File: src/rtl/hazard_unit_pkg.sv
// Shared types for the pipeline hazard unit: shadow-entry layout and stall-cause encoding.
package hazard_unit_pkg;

    localparam int unsigned REG_W = 5;
    localparam int unsigned CNT_W = 32;

    typedef enum logic [1:0] {
        NONE = 2'b00,
        DATA = 2'b01,
        LDST = 2'b10,
        MEMW = 2'b11
    } stall_cause_e;

    typedef struct packed {
        logic             vld;
        logic [REG_W-1:0] rd;
        logic             load;
    } hz_entry_t;

endpackage

File: src/rtl/hazard_unit_match.sv
// Per-operand hazard matcher: finds the youngest in-flight writer of rs and decides stall or bypass.
// Forwarding is enabled only when HAZARD_UNIT_BYPASS_EN is defined; otherwise every match interlocks.
module hazard_match
    import hazard_unit_pkg::*;
#(
    parameter int unsigned STAGES   = 3,
    parameter int unsigned ALU_RDY  = 1,
    parameter int unsigned LOAD_RDY = 2,
    parameter int unsigned SEL_W    = $clog2(STAGES + 1)
) (
    input  logic [REG_W-1:0]        rs,
    input  logic                    use_rs,
    input  hz_entry_t [STAGES-1:0]  entries,
    output logic                    stall_c,
    output logic [SEL_W-1:0]        sel_c
);

`ifdef HAZARD_UNIT_BYPASS_EN
    localparam bit BYPASS = 1'b1;
`else
    localparam bit BYPASS = 1'b0;
`endif

    logic hit;

    // Scan from EX outward; the first hit is the youngest writer and masks older ones.
    always_comb begin
        stall_c = 1'b0;
        sel_c   = '0;
        hit     = 1'b0;
        for (int unsigned k = 0; k < STAGES; k++) begin
            if (!hit && use_rs && (rs != '0) && entries[k].vld && (entries[k].rd == rs)) begin
                hit = 1'b1;
                if (!BYPASS || (entries[k].load ? (k < LOAD_RDY) : (k < ALU_RDY))) begin
                    stall_c = 1'b1;
                end else begin
                    sel_c = SEL_W'(k + 1);
                end
            end
        end
    end

endmodule

File: src/rtl/hazard_unit.sv
// Hazard detection and operand forwarding for the in-order pipeline, driven by a shadow writer pipeline.
// Build option: define HAZARD_UNIT_BYPASS_EN to enable forwarding; undefined gives a pure interlock.
module hazard_unit
    import hazard_unit_pkg::*;
#(
    parameter int unsigned STAGES   = 3,
    parameter int unsigned ALU_RDY  = 1,
    parameter int unsigned LOAD_RDY = 2,
    parameter int unsigned SEL_W    = $clog2(STAGES + 1)
) (
    input  logic             clk,
    input  logic             rst_n,
    input  logic             id_valid,
    input  logic [REG_W-1:0] id_rs1,
    input  logic [REG_W-1:0] id_rs2,
    input  logic             id_use_a,
    input  logic             id_use_b,
    input  logic [REG_W-1:0] id_rd,
    input  logic             id_wr_en,
    input  logic             id_load,
    input  logic             id_store,
    input  logic             ex_kill,
    input  logic             mem_wait,
    output logic             id_adv,
    output logic [SEL_W-1:0] a_sel,
    output logic [SEL_W-1:0] b_sel,
    output logic [1:0]       stall_cause,
    output logic [CNT_W-1:0] stall_cnt
);

    hz_entry_t [STAGES-1:0] entries;
    hz_entry_t [STAGES-1:0] entries_nxt;
    logic [CNT_W-1:0]       cnt_nxt;

    logic             stall_a;
    logic             stall_b;
    logic [SEL_W-1:0] sel_a;
    logic [SEL_W-1:0] sel_b;
    logic             ls_hit;
    logic             data_stall;
    logic             ls_stall;
    stall_cause_e     cause;

    hazard_match #(
        .STAGES   (STAGES),
        .ALU_RDY  (ALU_RDY),
        .LOAD_RDY (LOAD_RDY),
        .SEL_W    (SEL_W)
    ) u_match_a (
        .rs      (id_rs1),
        .use_rs  (id_use_a),
        .entries (entries),
        .stall_c (stall_a),
        .sel_c   (sel_a)
    );

    hazard_match #(
        .STAGES   (STAGES),
        .ALU_RDY  (ALU_RDY),
        .LOAD_RDY (LOAD_RDY),
        .SEL_W    (SEL_W)
    ) u_match_b (
        .rs      (id_rs2),
        .use_rs  (id_use_b),
        .entries (entries),
        .stall_c (stall_b),
        .sel_c   (sel_b)
    );

    // A store cannot issue while a load still owns the memory port ahead of it.
    always_comb begin
        ls_hit = 1'b0;
        for (int unsigned k = 0; k < LOAD_RDY; k++) begin
            if (entries[k].load) begin
                ls_hit = 1'b1;
            end
        end
    end

    // Zero-latency advance, select and cause decode from current entries and ID inputs.
    always_comb begin
        data_stall  = id_valid && (stall_a || stall_b);
        ls_stall    = id_valid && id_store && ls_hit;
        id_adv      = !mem_wait && !data_stall && !ls_stall;
        a_sel       = id_valid ? sel_a : '0;
        b_sel       = id_valid ? sel_b : '0;
        cause       = NONE;
        if (mem_wait) begin
            cause = MEMW;
        end else if (data_stall) begin
            cause = DATA;
        end else if (ls_stall) begin
            cause = LDST;
        end
        stall_cause = cause;
    end

    // Shadow pipeline advance: freeze on mem_wait, otherwise shift and inject ID or a bubble.
    always_comb begin
        entries_nxt = entries;
        cnt_nxt     = stall_cnt;
        if (!mem_wait) begin
            for (int unsigned k = 1; k < STAGES; k++) begin
                entries_nxt[k] = entries[k-1];
            end
            entries_nxt[0] = '0;
            if (id_valid && id_adv && !ex_kill) begin
                entries_nxt[0].vld  = id_wr_en && (id_rd != '0);
                entries_nxt[0].rd   = id_rd;
                entries_nxt[0].load = id_load;
            end
        end
        if (!id_adv && (stall_cnt != {CNT_W{1'b1}})) begin
            cnt_nxt = stall_cnt + CNT_W'(1);
        end
    end

    always_ff @(posedge clk or negedge rst_n) begin
        if (!rst_n) begin
            entries   <= '0;
            stall_cnt <= '0;
        end else begin
            entries   <= entries_nxt;
            stall_cnt <= cnt_nxt;
        end
    end

endmodule
File: config.mk
export PLATFORM = sky130hd
export DESIGN_NAME = hazard_unit
export DESIGN_NICKNAME = d
export VERILOG_FILES = /design/src/rtl/hazard_unit_pkg.sv /design/src/rtl/hazard_unit_match.sv /design/src/rtl/hazard_unit.sv
export SDC_FILE = /design/constraint.sdc
export NUM_CORES = 1
export LEC_CHECK = 0
export BUFFER_PORTS_ARGS = -buffer_cell sky130_fd_sc_hd__buf_2
export CAP_MARGIN = 0
export CORE_ASPECT_RATIO = 0.5
export CORE_MARGIN = 5
export CORE_UTILIZATION = 58
export DETAILED_ROUTE_END_ITERATION = 8
export MAX_ROUTING_LAYER = met4
export PLACE_DENSITY_LB_ADDON = 0.08
export SLEW_MARGIN = 20
export SYNTH_ARGS = -nofsm -noshare
export SYNTH_HDL_FRONTEND = slang
export SYNTH_SLANG_ARGS = --single-unit
File: constraint.sdc
create_clock -name clk -period 4.4 [get_ports clk]
set_clock_uncertainty 0.15 [all_clocks]
set_input_delay 0.66 -clock clk [delete_from_list [all_inputs] [get_ports clk]]
set_output_delay 0.66 -clock clk [all_outputs]
set_load 0.05 [all_outputs]
Word level (Yosys, flattened, before mapping)
Index checks and enable logic that the tools add are counted.

Bits in registers: 52. Word-level logic and storage cells: 73.

Add/sub/neg operators: 1. Reduce and logical (&&, ||, !) cells: 44. Eq/ne operators: 7. Multiplexer cells: 12.

Operators with widths (count): 32-bit by 1-bit adder with 32-bit output (second input constant) (1); 32-bit inequality test (second input constant) (1); 1-bit logical AND (31); 5-bit equality test (6); 5-bit nonzero test (3); 1-bit logical NOT (9); 1-bit 2-to-1 mux (8); 7-bit 2-to-1 mux (1); 2-bit 2-to-1 mux (3); 1-bit logical OR (1).

Logic depth before layout (Yosys ltp)
Gate-level depths: netlist of the first run.

Depth in word-level cells: 25. Mapped depth: 8. Mapped depth without buffers: 7.

By module
From an unflattened synthesis of the first run, not the netlist that was laid out.

Cell total of the unflattened synthesis: 257. Area, all modules: 2830.2 sq um.

By module, submodules not included: hazard_unit (area each 2412.3 sq um, cells an instance 203, seq. area each 1326.3 sq um, instances 1); hazard_match (area each 209.0 sq um, cells an instance 27, seq. area each 0.0 sq um, instances 2).

Worst setup path before layout of the first run
No wires, ideal clock.

Kind: input to output. Start point: in id_rs2[1]. End point: out stall_cause[1]. Slack: 938 ps. Arrival time: 2652 ps. Stages: 5. Cells stage by stage: or4_1 -> o21a_1 -> o31ai_1 -> o21ai_0 -> o21ai_0.

Cells in the longest elaborated chain, start to end: 21. Elaborated cells on any way between the ends: 24. Those cells by class: eq/ne (3); mux (5); reduce/logical (16).

RTL lines: start, declared (RTL line hazard_unit.sv:15) `input logic [REG_W-1:0] id_rs2,`; 5-bit nonzero test (RTL line hazard_unit_match.sv:32) `if (!hit && use_rs && (rs != '0) && entries[k].vld && (entries[k].rd == rs)) begin`; 1-bit logical AND (3 in a row) (RTL line hazard_unit_match.sv:32); 1-bit 2-to-1 mux (RTL line hazard_unit_match.sv:32); 1-bit logical NOT (RTL line hazard_unit_match.sv:32); 1-bit logical AND (4 in a row) (RTL line hazard_unit_match.sv:32); 1-bit 2-to-1 mux (RTL line hazard_unit_match.sv:32); 1-bit logical NOT (RTL line hazard_unit_match.sv:32); 1-bit logical AND (4 in a row) (RTL line hazard_unit_match.sv:32); 1-bit 2-to-1 mux * (RTL line hazard_unit_match.sv:32); 1-bit logical OR * (RTL line hazard_unit.sv:82) `data_stall = id_valid && (stall_a || stall_b);`; 1-bit logical AND * (RTL line hazard_unit.sv:82); 2-bit 2-to-1 mux * (RTL line hazard_unit.sv:90) `end else if (data_stall) begin`; 2-bit 2-to-1 mux * (RTL line hazard_unit.sv:88) `if (mem_wait) begin`; end, declared (RTL line hazard_unit.sv:27) `output logic [1:0] stall_cause,`.

Every way passes the cells marked *; elsewhere a longest branch is shown, timed or not.

Worst setup path in the final report of the first run
Start point: in id_rs2[1]. End point: out id_adv.

Cells in the longest elaborated chain, start to end: 22. Elaborated cells on any way between the ends: 25. Those cells by class: eq/ne (3); mux (3); reduce/logical (19).

RTL lines: 5-bit nonzero test (RTL line hazard_unit_match.sv:32); 1-bit logical AND (3 in a row) (RTL line hazard_unit_match.sv:32); 1-bit 2-to-1 mux (RTL line hazard_unit_match.sv:32); 1-bit logical NOT (RTL line hazard_unit_match.sv:32); 1-bit logical AND (4 in a row) (RTL line hazard_unit_match.sv:32); 1-bit 2-to-1 mux (RTL line hazard_unit_match.sv:32); 1-bit logical NOT (RTL line hazard_unit_match.sv:32); 1-bit logical AND (4 in a row) (RTL line hazard_unit_match.sv:32); 1-bit 2-to-1 mux * (RTL line hazard_unit_match.sv:32); 1-bit logical OR * (RTL line hazard_unit.sv:82); 1-bit logical AND * (RTL line hazard_unit.sv:82); 1-bit logical NOT * (RTL line hazard_unit.sv:84) `id_adv = !mem_wait && !data_stall && !ls_stall;`; 1-bit logical AND * (2 in a row) (RTL line hazard_unit.sv:84); end, declared (RTL line hazard_unit.sv:24) `output logic id_adv,`.

Marks and branches as above.

==> results of run 1 <==
## path summary, 6_finish.rpt
path / endpoint / start
worst max register to register: stall_cnt[1]$_DFFE_PN0P_ / stall_cnt[13]$_DFFE_PN0P_
worst min-delay path: entries[9]$_DFFE_PN0N_ / rst_n
worst max-delay path: id_adv / id_rs2[1]
min in group clk: stall_cnt[16]$_DFFE_PN0P_ / stall_cnt[16]$_DFFE_PN0P_
worst min register to register: stall_cnt[16]$_DFFE_PN0P_ / stall_cnt[16]$_DFFE_PN0P_
max in group asynchronous: stall_cnt[2]$_DFFE_PN0P_ / rst_n
## layout make-up
cell class / instances / area share [%]
Multi-Input combinational cell: 196 / 45.1
Tap cell: 66 / 2.53
Sequential cell: 52 / 39.9
Inverter: 2 / 0.230
Clock buffer: 8 / 2.76
Timing Repair Buffer: 61 / 9.51
## cells by family after synthesis
logic type / Yosys count / share of synthesized area, %
simple gates: 98 / 20.3
other cells: 1 / 0.133
fa+ha+maj: 1 / 0.443
xor+xnor: 61 / 18.9
mux: 14 / 5.58
compound gates: 18 / 6.29
flops: 52 / 46.0
buf+inv: 12 / 2.30
## routing by layer
layer / part of all wire (%) / wire (µm)
met1: 46 / 2860
met2: 49 / 3070
met3: 4.5 / 284
met4: 0.78 / 49
met5: 0 / 0
## Yosys cell counts, drive strengths merged
| cell | instances |
|---|---|
| nand2b | 1 |
| inv | 2 |
| ha | 1 |
| o2111ai | 1 |
| a32o | 1 |
| and3 | 8 |
| and4 | 3 |
| nand3b | 1 |
| or4 | 2 |
| conb | 1 |
| o21ai | 3 |
| nand2 | 17 |
| o211a | 1 |
| nand3 | 19 |
| buf | 8 |
| and2 | 3 |
| nand4 | 17 |
| dfrtp | 52 |
| nor4 | 6 |
| o21a | 1 |
| a22o | 6 |
| xnor2 | 41 |
| nor3 | 12 |
| mux2 | 14 |
| o211ai | 3 |
| nor2 | 6 |
| nand4b | 1 |
| o311ai | 1 |
| xor2 | 20 |
| clkbuf | 2 |
| nor4b | 1 |
| or3 | 1 |
| o31ai | 1 |
## metrics by stage
step           setup WS (ns)  instances
2_1_floorplan          0.938        260
4_1_cts                 1.37        385
6_report                1.37        385
5_1_grt                 1.30        385
3_5_place_dp            1.36        377
3_3_place_gp            1.41        377
## sequential cells by signal (all words and copies together), names as in the netlist
| signal | flops |
|---|---|
| stall_cnt | 32 |
| entries | 20 |
## report_power, final
group	leakage, nW	switching [mW]	internal, mW
sequential	0.710	0.0475	0.516
clock	0.0455	0.150	0.129
combinational	0.787	0.212	0.0923
total	1.54	0.410	0.737
## critical path: stages
cell and delay (ns):
buf_2 0.13, or4_1 0.52, o21a_1 0.24, o311ai_4 0.12, o2111ai_4 0.20, inv_1 0.10
buf_2 0.26
==> results.sh, run 1 <==
export IMPL_timing_reg2reg_setup_slack_ns=1.66
export IMPL_max_freq_mhz=330
export IMPL_critPathKind="input pin to primary output"
export IMPL_die_width_um=109
export IMPL_slew_viol_final=0
export IMPL_cts_path_max_buffers=2
export IMPL_yosysTopAreaCellShare_pct=46.0
export IMPL_cp_start_kind="input pin"
export IMPL_setup_violations_final=0
export IMPL_drv_cap=0
export IMPL_synthToLayoutAreaGrowth_pct=15.4
export IMPL_track_usage_pct=22.0
export IMPL_place_area_um2=3170
export IMPL_dp_hpwl_mm=4.72
export IMPL_use_met2_pct=37.6
export IMPL_dr_total_vias=2157
export IMPL_grt_util_met3_pct=4.46
export IMPL_cp_required_ns=3.59
export IMPL_ctsHoldBuffers=0
export IMPL_finalHoldViolations=0
export IMPL_numCtsBuffers=5
export IMPL_clock_sinks=52
export IMPL_postCtsSetupBuffers=0
export IMPL_wl_per_cell_um=16.3
export IMPL_outcome="completed"
export IMPL_p_leak_nw=1.54
export IMPL_place_gp_congestion=0.928
export IMPL_io_buffers=59
export IMPL_yosysUniqueCellTypes=37
export IMPL_fin_hold_ws_ns=0.323
export IMPL_viasPerCell=5.60
export IMPL_timing_final_crit_share_pct=69.0
export IMPL_antenna_found_initial=0
export IMPL_first_pass_iters=4
export IMPL_clk_pin_slew_worst_paths_ns=0.09
export IMPL_seq_area_frac_synth_pct=46.0
export IMPL_power_total_mw=1.15
export IMPL_ys_top_cells_by_area="dfrtp_1 (46%), xnor2_1 (13%), xor2_1 (6.2%), mux2_2 (5.6%), nand4_1 (3.5%)"
export IMPL_post_cts_resized=0
export IMPL_cts_tree="done"
export IMPL_crit_path_max_fanout=4
export IMPL_power_density_nw_per_um2=351
export IMPL_io_pins=64
export IMPL_grt_busiest_layer="met2"
export IMPL_fill_cells=382
export IMPL_cp_end_kind="primary output"
export IMPL_final_cell_mix="buf_2 (59), dfrtp_1 (52), xnor2_1 (41)"
export IMPL_holdCritPathClass="input pin to asynchronous set/reset pin"
export IMPL_maxSlewHeadroom_pct=52.1
export IMPL_grt_max_degree=53
export IMPL_finalNetCount=344
export IMPL_syn_inst=257
export IMPL_critPathArrivalTime_ns=2.22
export IMPL_ant_nets=0
export IMPL_syn_area_per_cell_um2=11.0
export IMPL_first_global_vias=2238
export IMPL_final_cell_area_um2=3260
export IMPL_rsz0062_at_grt="false"
export IMPL_synth_largest_area_cell="dfrtp_1"
export IMPL_initialDrtViolationCount=97
export IMPL_coreArea_um2=4550
export IMPL_ys_ff_latch=52
export IMPL_initial_core_util_pct=62.1
export IMPL_root_buffer="clkbuf_8"
export IMPL_routed_wl_mm=6.26
export IMPL_drive_gt1_share_pct=27.3
export IMPL_worstSkewPairLatency_ns=0.30
export IMPL_grt_pass1_wl_mm=10.7
export IMPL_rows=17
export IMPL_yosysWarningCount=0
export IMPL_fin_crit_ns=3.03
export IMPL_dieArea_um2=6450
export IMPL_htreeDepth=2
export IMPL_multi_input_area_um2=1470
export IMPL_die_h_um=59.4
export IMPL_insertedDiodeCount=0
export IMPL_fin_tns_setup_ns=0
export IMPL_tightestPinTransition_ns=0.713
export IMPL_layout_commonest_cell="buf_2"
export IMPL_ir_drop_uv=375
export IMPL_grt_overflow_total=0
export IMPL_post_route_util_pct=71.7
export IMPL_route_detailed_drc=0
export IMPL_syn_area_um2=2830
export IMPL_layout_area_seq_um2=1300
export IMPL_use_met1_pct=27.1
export IMPL_rr_worst_depth=7
Power figures use the tool's default switching activity.
==> run 2: changes to the inputs <==
--- a/config.mk
+++ b/config.mk
@@ -9,7 +9,7 @@
 export CAP_MARGIN = 0
 export CORE_ASPECT_RATIO = 0.5
 export CORE_MARGIN = 5
-export CORE_UTILIZATION = 58
+export CORE_UTILIZATION = 49
 export DETAILED_ROUTE_END_ITERATION = 8
 export MAX_ROUTING_LAYER = met4
 export PLACE_DENSITY_LB_ADDON = 0.08
==> constraint.sdc (replaced) <==
create_clock -name clk -period 2.4 [get_ports clk]
set_clock_uncertainty 0.15 [all_clocks]
set_input_delay 0.36 -clock clk [delete_from_list [all_inputs] [get_ports clk]]
set_output_delay 0.36 -clock clk [all_outputs]
set_load 0.05 [all_outputs]
==> run 2 against run 1 <==
  * The run now ends with setup timing left
  * Largest cell class unchanged
  * Sequential share of layout area down 4.3 points
  * Wire length increased by 12%
  * Sequential cell count is the same
  * Die area is 16% higher
  * Final cell count up 11%
  * Via count up 9.4%
  * Clock power up 150%
  * Register-to-register slack worse by 1.8 ns
==> results.sh, run 2 (synthesis gave the netlist of run 1 again) <==
export IMPL_outcome="finished, violations left"
export IMPL_violations="setup timing"
export IMPL_path_delay_family="compound AO/OA/AOI/OAI gates"
export IMPL_cp_end_kind="register"
export IMPL_grt_overflow_total=0
export IMPL_critPathKind="register to register"
export IMPL_synthToLayoutAreaGrowth_pct=30.6
export IMPL_largest_register="stall_cnt"
export IMPL_insertedDiodeCount=0
export IMPL_crit_path_max_fanout=17
export IMPL_fin_tns_setup_ns=-1.31
export IMPL_path_buf_inv=3
export IMPL_cp_start_kind="register"
export IMPL_first_pass_iters=4
export IMPL_clk_pin_slew_worst_paths_ns=0.07
export IMPL_slew_viol_final=0
export IMPL_finalNetCount=379
export IMPL_largest_reg_flops=32
export IMPL_dp_slack_ns=-0.137
export IMPL_setup_violations_final=12
export IMPL_routed_wl_mm=7.04
export IMPL_cp_slowest_cell="dfrtp_1"
export IMPL_initialDrtViolationCount=114
export IMPL_numCtsBuffers=5
export IMPL_dp_cells=408
export IMPL_instances_no_fill=427
export IMPL_clock_sinks=52
export IMPL_worstSkewPairLatency_ns=0.29
export IMPL_layout_commonest_cell="buf_2"
export IMPL_rows=19
export IMPL_wl_per_cell_um=16.5
export IMPL_critPathArrivalTime_ns=2.59
export IMPL_cp_required_ns=2.43
export IMPL_ant_nets=0
export IMPL_finalWorstSetupSlack_ns=-0.164
export IMPL_track_usage_pct=20.2
export IMPL_place_area_um2=3400
export IMPL_htreeDepth=2
export IMPL_power_total_mw=2.36
export IMPL_first_global_vias=2518
export IMPL_initial_core_util_pct=51.0
export IMPL_reg_top3="stall_cnt (32), entries (20)"
export IMPL_dp_hpwl_mm=5.04
export IMPL_drv_cap=0
export IMPL_max_freq_mhz=390
export IMPL_place_gp_congestion=0.859
export IMPL_io_pins=64
export IMPL_cts_tree="done"
export IMPL_finalHoldViolations=0
export IMPL_grt_max_degree=36
export IMPL_final_cell_mix="buf_2 (56), dfrtp_1 (42), xnor2_1 (41)"
export IMPL_dr_total_vias=2360
export IMPL_coreArea_um2=5540
export IMPL_drive_gt1_share_pct=38.7
export IMPL_dieArea_um2=7480
export IMPL_cp_slowest_stage_delay_ns=0.41
export IMPL_antenna_found_initial=0
export IMPL_holdCritPathClass="input pin to register"
export IMPL_viasPerCell=5.53
export IMPL_path_cells="xor2_1 -> nor4_1 -> and3_2 -> o311ai_4 -> o2111ai_4 -> buf_4 -> buf_6 -> buf_12 -> nand2_1 -> mux2_2"
export IMPL_die_h_um=63.7
export IMPL_route_detailed_drc=0
export IMPL_root_buffer="clkbuf_16"
export IMPL_fin_crit_ns=2.56
export IMPL_cts_path_max_buffers=2
export IMPL_p_leak_nw=1.76
export IMPL_grt_pass1_wl_mm=12.0
export IMPL_final_cell_area_um2=3690
export IMPL_ir_drop_uv=639
export IMPL_io_buffers=59
export IMPL_fill_cells=441
export IMPL_die_width_um=117
export IMPL_timing_final_crit_share_pct=107
export IMPL_power_density_nw_per_um2=639
export IMPL_rsz0062_at_grt="true"
-- run 2: changes by cell type in the layout (fill, tap and decap cells not counted), sizes merged --
| cell | delta |
|---|---|
| dlygate4sd3 | +1 |
| inv | -1 |
| clkinv | +1 |
| buf | +34 |
| clkbuf | -1 |
| clkinvlp | +1 |
-- run 2: metal layers --
metal	GRT usage [%]	vias to the layer above	routed length, µm
met1	24.0	1177	3210
met3	5.09	15	278
li1	-	1106	-
met4	6.22	0	107
met5	-	-	0
met2	34.2	62	3440
-- run 2: path summary, 6_finish.rpt --
check                                     startpoint                        end  slack, ns  depth (start not counted)
setup / recovery             entries[15]$_DFFE_PN0N_   stall_cnt[1]$_DFFE_PN0P_      -0.16                         10
hold / removal                               id_load     entries[0]$_DFFE_PN0N_       0.14                          2
max in group asynchronous                      rst_n     entries[5]$_DFFE_PN0N_       0.89                          3
hold reg to reg            stall_cnt[16]$_DFFE_PN0P_  stall_cnt[16]$_DFFE_PN0P_       0.33                          1
min in group asynchronous                      rst_n   stall_cnt[7]$_DFFE_PN0P_       0.38                          2
setup reg to reg             entries[15]$_DFFE_PN0N_   stall_cnt[1]$_DFFE_PN0P_      -0.16                         10
-- run 2: metrics by stage --
step	util [%]	hold slack (ns)
3_5_place_dp	61.3	0.170
5_1_grt	66.6	0.155
6_report	66.6	0.140
4_1_cts	65.7	0.137
3_3_place_gp	61.3	0.172
2_1_floorplan	-	-0.0856
-- run 2: area by class of cell --
class	count	area, µm²	share of cell area, %
Multi-Input combinational cell	196	1510	41.0
Sequential cell	52	1310	35.6
Clock inverter	1	5.00	0.136
Timing Repair Buffer	96	623	16.9
Inverter	2	11.3	0.305
Clock buffer	7	133	3.59
Tap cell	73	91.3	2.47
-- run 2: repair_timing --
action / 4_1_cts / 5_1_grt
endpoints found under the setup margin: 4 / 42
setup buffers: 9 / 1
cloned: 0 / 0
hold buffers: 1 / 0
pin swaps: 14 / 7
resized for setup: 11 / 9
hold endpoints to repair: 17 / 0
-- run 2: worst reg2reg max path: stages (launching register included) --
cell       delay, ns
dfrtp_1         0.41
xor2_1          0.17
nor4_1          0.07
and3_2          0.23
o311ai_4        0.34
o2111ai_4       0.21
buf_4           0.18
buf_6           0.13
buf_12          0.14
nand2_1         0.08
mux2_2          0.33
-- run 2: report_power, final --
part	leakage [nW]	internal (mW)	switching (mW)	total, mW
combinational	0.994	0.212	0.413	0.625
sequential	0.694	0.952	0.0887	1.04
clock	0.0679	0.386	0.308	0.694
==> run 3: changes to the inputs <==
--- a/config.mk
+++ b/config.mk
@@ -5,11 +5,12 @@
 export SDC_FILE = /design/constraint.sdc
 export NUM_CORES = 1
 export LEC_CHECK = 0
+export ABC_AREA = 1
 export BUFFER_PORTS_ARGS = -buffer_cell sky130_fd_sc_hd__buf_2
 export CAP_MARGIN = 0
 export CORE_ASPECT_RATIO = 0.5
 export CORE_MARGIN = 5
-export CORE_UTILIZATION = 49
+export CORE_UTILIZATION = 51
 export DETAILED_ROUTE_END_ITERATION = 8
 export MAX_ROUTING_LAYER = met4
 export PLACE_DENSITY_LB_ADDON = 0.08
==> constraint.sdc (replaced) <==
create_clock -name clk -period 2.4 [get_ports clk]
set_clock_uncertainty 0.15 [all_clocks]
set_input_delay 0.48 -clock clk [delete_from_list [all_inputs] [get_ports clk]]
set_output_delay 0.48 -clock clk [all_outputs]
set_load 0.05 [all_outputs]
==> run 3 against run 2 <==
  * The flow now finishes without violations
  * Sequential share of layout area shrank 4.6 points
  * Core utilization is 3.2 points lower
  * First-iteration DRC count up 110%
  * Sequential cell count stayed put
  * Clock power is 18% higher
  * Wire length up 33%
  * Maximum frequency grew 7.1%
  * Register-to-register slack gained 0.39 ns
  * Critical path type is now register to primary output
  * Synthesized cell count up 100%
  * Area after synthesis up 23%
==> results.sh, run 3 <==
export IMPL_drive_gt1_share_pct=20.4
export IMPL_yosysWarningCount=0
export IMPL_multi_input_area_um2=1930
export IMPL_track_usage_pct=24.0
export IMPL_synthFlopType="dfrtp_1"
export IMPL_cp_slowest_stage_delay_ns=0.41
export IMPL_ir_drop_uv=407
export IMPL_finalNetCount=617
export IMPL_die_width_um=127
export IMPL_grt_overflow_total=0
export IMPL_synth_most_common_cell="nand2_1"
export IMPL_first_global_vias=3232
export IMPL_layout_area_seq_um2=1310
export IMPL_numCtsBuffers=5
export IMPL_cpMostUsedCell="buf_6"
export IMPL_antenna_found_initial=0
export IMPL_cp_required_ns=1.77
export IMPL_cp_start_kind="register"
export IMPL_rsz0062_at_grt="true"
export IMPL_drv_cap=0
export IMPL_synth_largest_area_cell="dfrtp_1"
export IMPL_path_buf_inv=4
export IMPL_route_detailed_drc=0
export IMPL_syn_area_um2=3470
export IMPL_finalWorstSetupSlack_ns=0.00583
export IMPL_die_h_um=68.3
export IMPL_htreeDepth=2
export IMPL_synth_commonest_cells="nand2_1 (205), inv_1 (55), dfrtp_1 (52), nor2_1 (46), nand3_1 (43)"
export IMPL_fin_tns_setup_ns=0
export IMPL_yosysUniqueCellTypes=26
export IMPL_tightestPinTransition_ns=0.676
export IMPL_power_density_nw_per_um2=571
export IMPL_worstSkewPairLatency_ns=0.30
export IMPL_timing_final_crit_share_pct=99.8
export IMPL_io_buffers=59
export IMPL_cts_path_max_buffers=2
export IMPL_seq_area_frac_synth_pct=37.5
export IMPL_fin_crit_ns=2.39
export IMPL_final_cell_mix="nand2_1 (197), buf_2 (56), dfrtp_1 (49)"
export IMPL_layout_commonest_cell="nand2_1"
export IMPL_reg_top3="stall_cnt (32), entries (20)"
export IMPL_synth_edf_count=0
export IMPL_fill_cells=645
export IMPL_first_pass_iters=4
export IMPL_syn_area_per_cell_um2=6.73
export IMPL_dp_hpwl_mm=7.03
export IMPL_synthToLayoutAreaGrowth_pct=21.4
export IMPL_coreArea_um2=6650
export IMPL_outcome="completed"
export IMPL_crit_path_max_fanout=3
export IMPL_path_cells="inv_2 -> buf_6 -> nand2_2 -> nand2_1 -> nor2_2 -> nand3_1 -> nand3_1 -> nand2_1 -> nand2_2 -> buf_6 -> o21ai_4 -> buf_6"
export IMPL_path_delay_family="buffers and inverters"
export IMPL_largest_register="stall_cnt"
export IMPL_syn_inst=516
export IMPL_yosysTopAreaCellShare_pct=37.5
export IMPL_maxSlewHeadroom_pct=54.9
export IMPL_cts_tree="done"
export IMPL_routed_wl_mm=9.38
export IMPL_cp_end_kind="primary output"
export IMPL_root_buffer="clkbuf_16"
export IMPL_initialDrtViolationCount=240
export IMPL_insertedDiodeCount=0
export IMPL_rows=21
export IMPL_initial_core_util_pct=52.2
export IMPL_post_route_util_pct=63.4
export IMPL_grt_max_degree=53
export IMPL_dp_slack_ns=0.0304
export IMPL_slew_viol_final=0
export IMPL_finalHoldViolations=0
export IMPL_ys_ff_latch=52
export IMPL_clk_pin_slew_worst_paths_ns=0.07
export IMPL_async_flop_share_pct=100
export IMPL_ctsHoldBuffers=0
export IMPL_holdCritPathClass="input pin to asynchronous set/reset pin"
export IMPL_largest_reg_flops=32
export IMPL_ys_top_cells_by_area="dfrtp_1 (37%), nand2_1 (22%), nand3_1 (6.2%), inv_1 (5.9%), xor2_1 (5.5%)"
export IMPL_viasPerCell=4.94
export IMPL_grt_pass1_wl_mm=16.0
export IMPL_fin_hold_ws_ns=0.160
export IMPL_max_freq_mhz=418
export IMPL_p_leak_nw=2.33
export IMPL_ant_nets=0
export IMPL_dr_total_vias=3377
export IMPL_setup_violations_final=0
export IMPL_clock_sinks=52
export IMPL_cp_slowest_cell="dfrtp_1"
export IMPL_io_pins=64
export IMPL_dieArea_um2=8660
export IMPL_critPathArrivalTime_ns=1.76
export IMPL_wl_per_cell_um=13.7
export IMPL_place_gp_congestion=0.932
export IMPL_critPathKind="register to primary output"
[run 3: cell count changes after synthesis, moves of 17 or more]
cell | before | now
inv_1 | 2 | 55
o21ai_0 | 3 | 20
nor2_1 | 6 | 46
nand2_1 | 17 | 205
xnor2_1 | 41 | 8
nand3_1 | 19 | 43
[run 3: layer usage]
layer | share of wire (%) | track usage, % | wire length [µm]
met1 | 49 | 32.2 | 4560
met2 | 46 | 37.8 | 4290
met3 | 5.1 | 4.75 | 480
met4 | 0.45 | 6.28 | 42
met5 | 0 | - | 0
[run 3: logic make-up after synthesis]
group / Yosys count / share of synthesized area (%)
flip-flops: 52 / 37.5
other: 1 / 0.108
adder cells (fa/ha/maj): 1 / 0.360
AO/OA/AOI/OAI: 30 / 4.97
AND/OR/NAND/NOR: 331 / 40.5
XOR/XNOR: 30 / 7.57
buffers and inverters: 71 / 8.97
[run 3: power breakdown]
part	internal, mW	switching [mW]
combinational	0.179	0.383
clock	0.491	0.327
sequential	0.936	0.0901
total	1.61	0.800
[run 3: repair_timing]
action                     in CTS  in global routing
setup endpoints to repair       3                  3
buffers inserted                0                  6
gates resized for setup         6                 34
pin swaps                       0                 11
[run 3: path summary, 6_finish.rpt]
kind                                          start                  endpoint  slack (ns)  cells past startpoint
setup / recovery            entries[19]$_DFFE_PN0N_            stall_cause[1]       0.006                     12
hold / removal                                rst_n  stall_cnt[8]$_DFFE_PN0P_        0.16                      2
setup reg to reg           stall_cnt[1]$_DFFE_PN0P_  stall_cnt[7]$_DFFE_PN0P_        0.23                     10
hold reg to reg              entries[7]$_DFFE_PN0N_    entries[7]$_DFFE_PN0N_        0.35                      2
max in group asynchronous                     rst_n   entries[16]$_DFFE_PN0N_        1.46                      2
min in group clk                            id_load    entries[0]$_DFFE_PN0N_        0.29                      3
[run 3: per-stage QoR]
stage | cells | instance area [µm²] | power (mW)
detailed placement | 670 | 3910 | 1.56
CTS | 678 | 4090 | 2.39
global route | 684 | 4210 | 2.53
finish | 684 | 4210 | 2.41
floorplan | 519 | 3480 | 1.39
global placement | 670 | 3910 | 1.56
[run 3: layout make-up]
cell class	count	share of cell area [%]
multi-input cells	396	45.9
flip-flops and latches	52	31.0
repair buffers	81	11.6
inverters	55	4.90
clock buffers	6	3.06
well taps	92	2.73
clock inverters	2	0.831
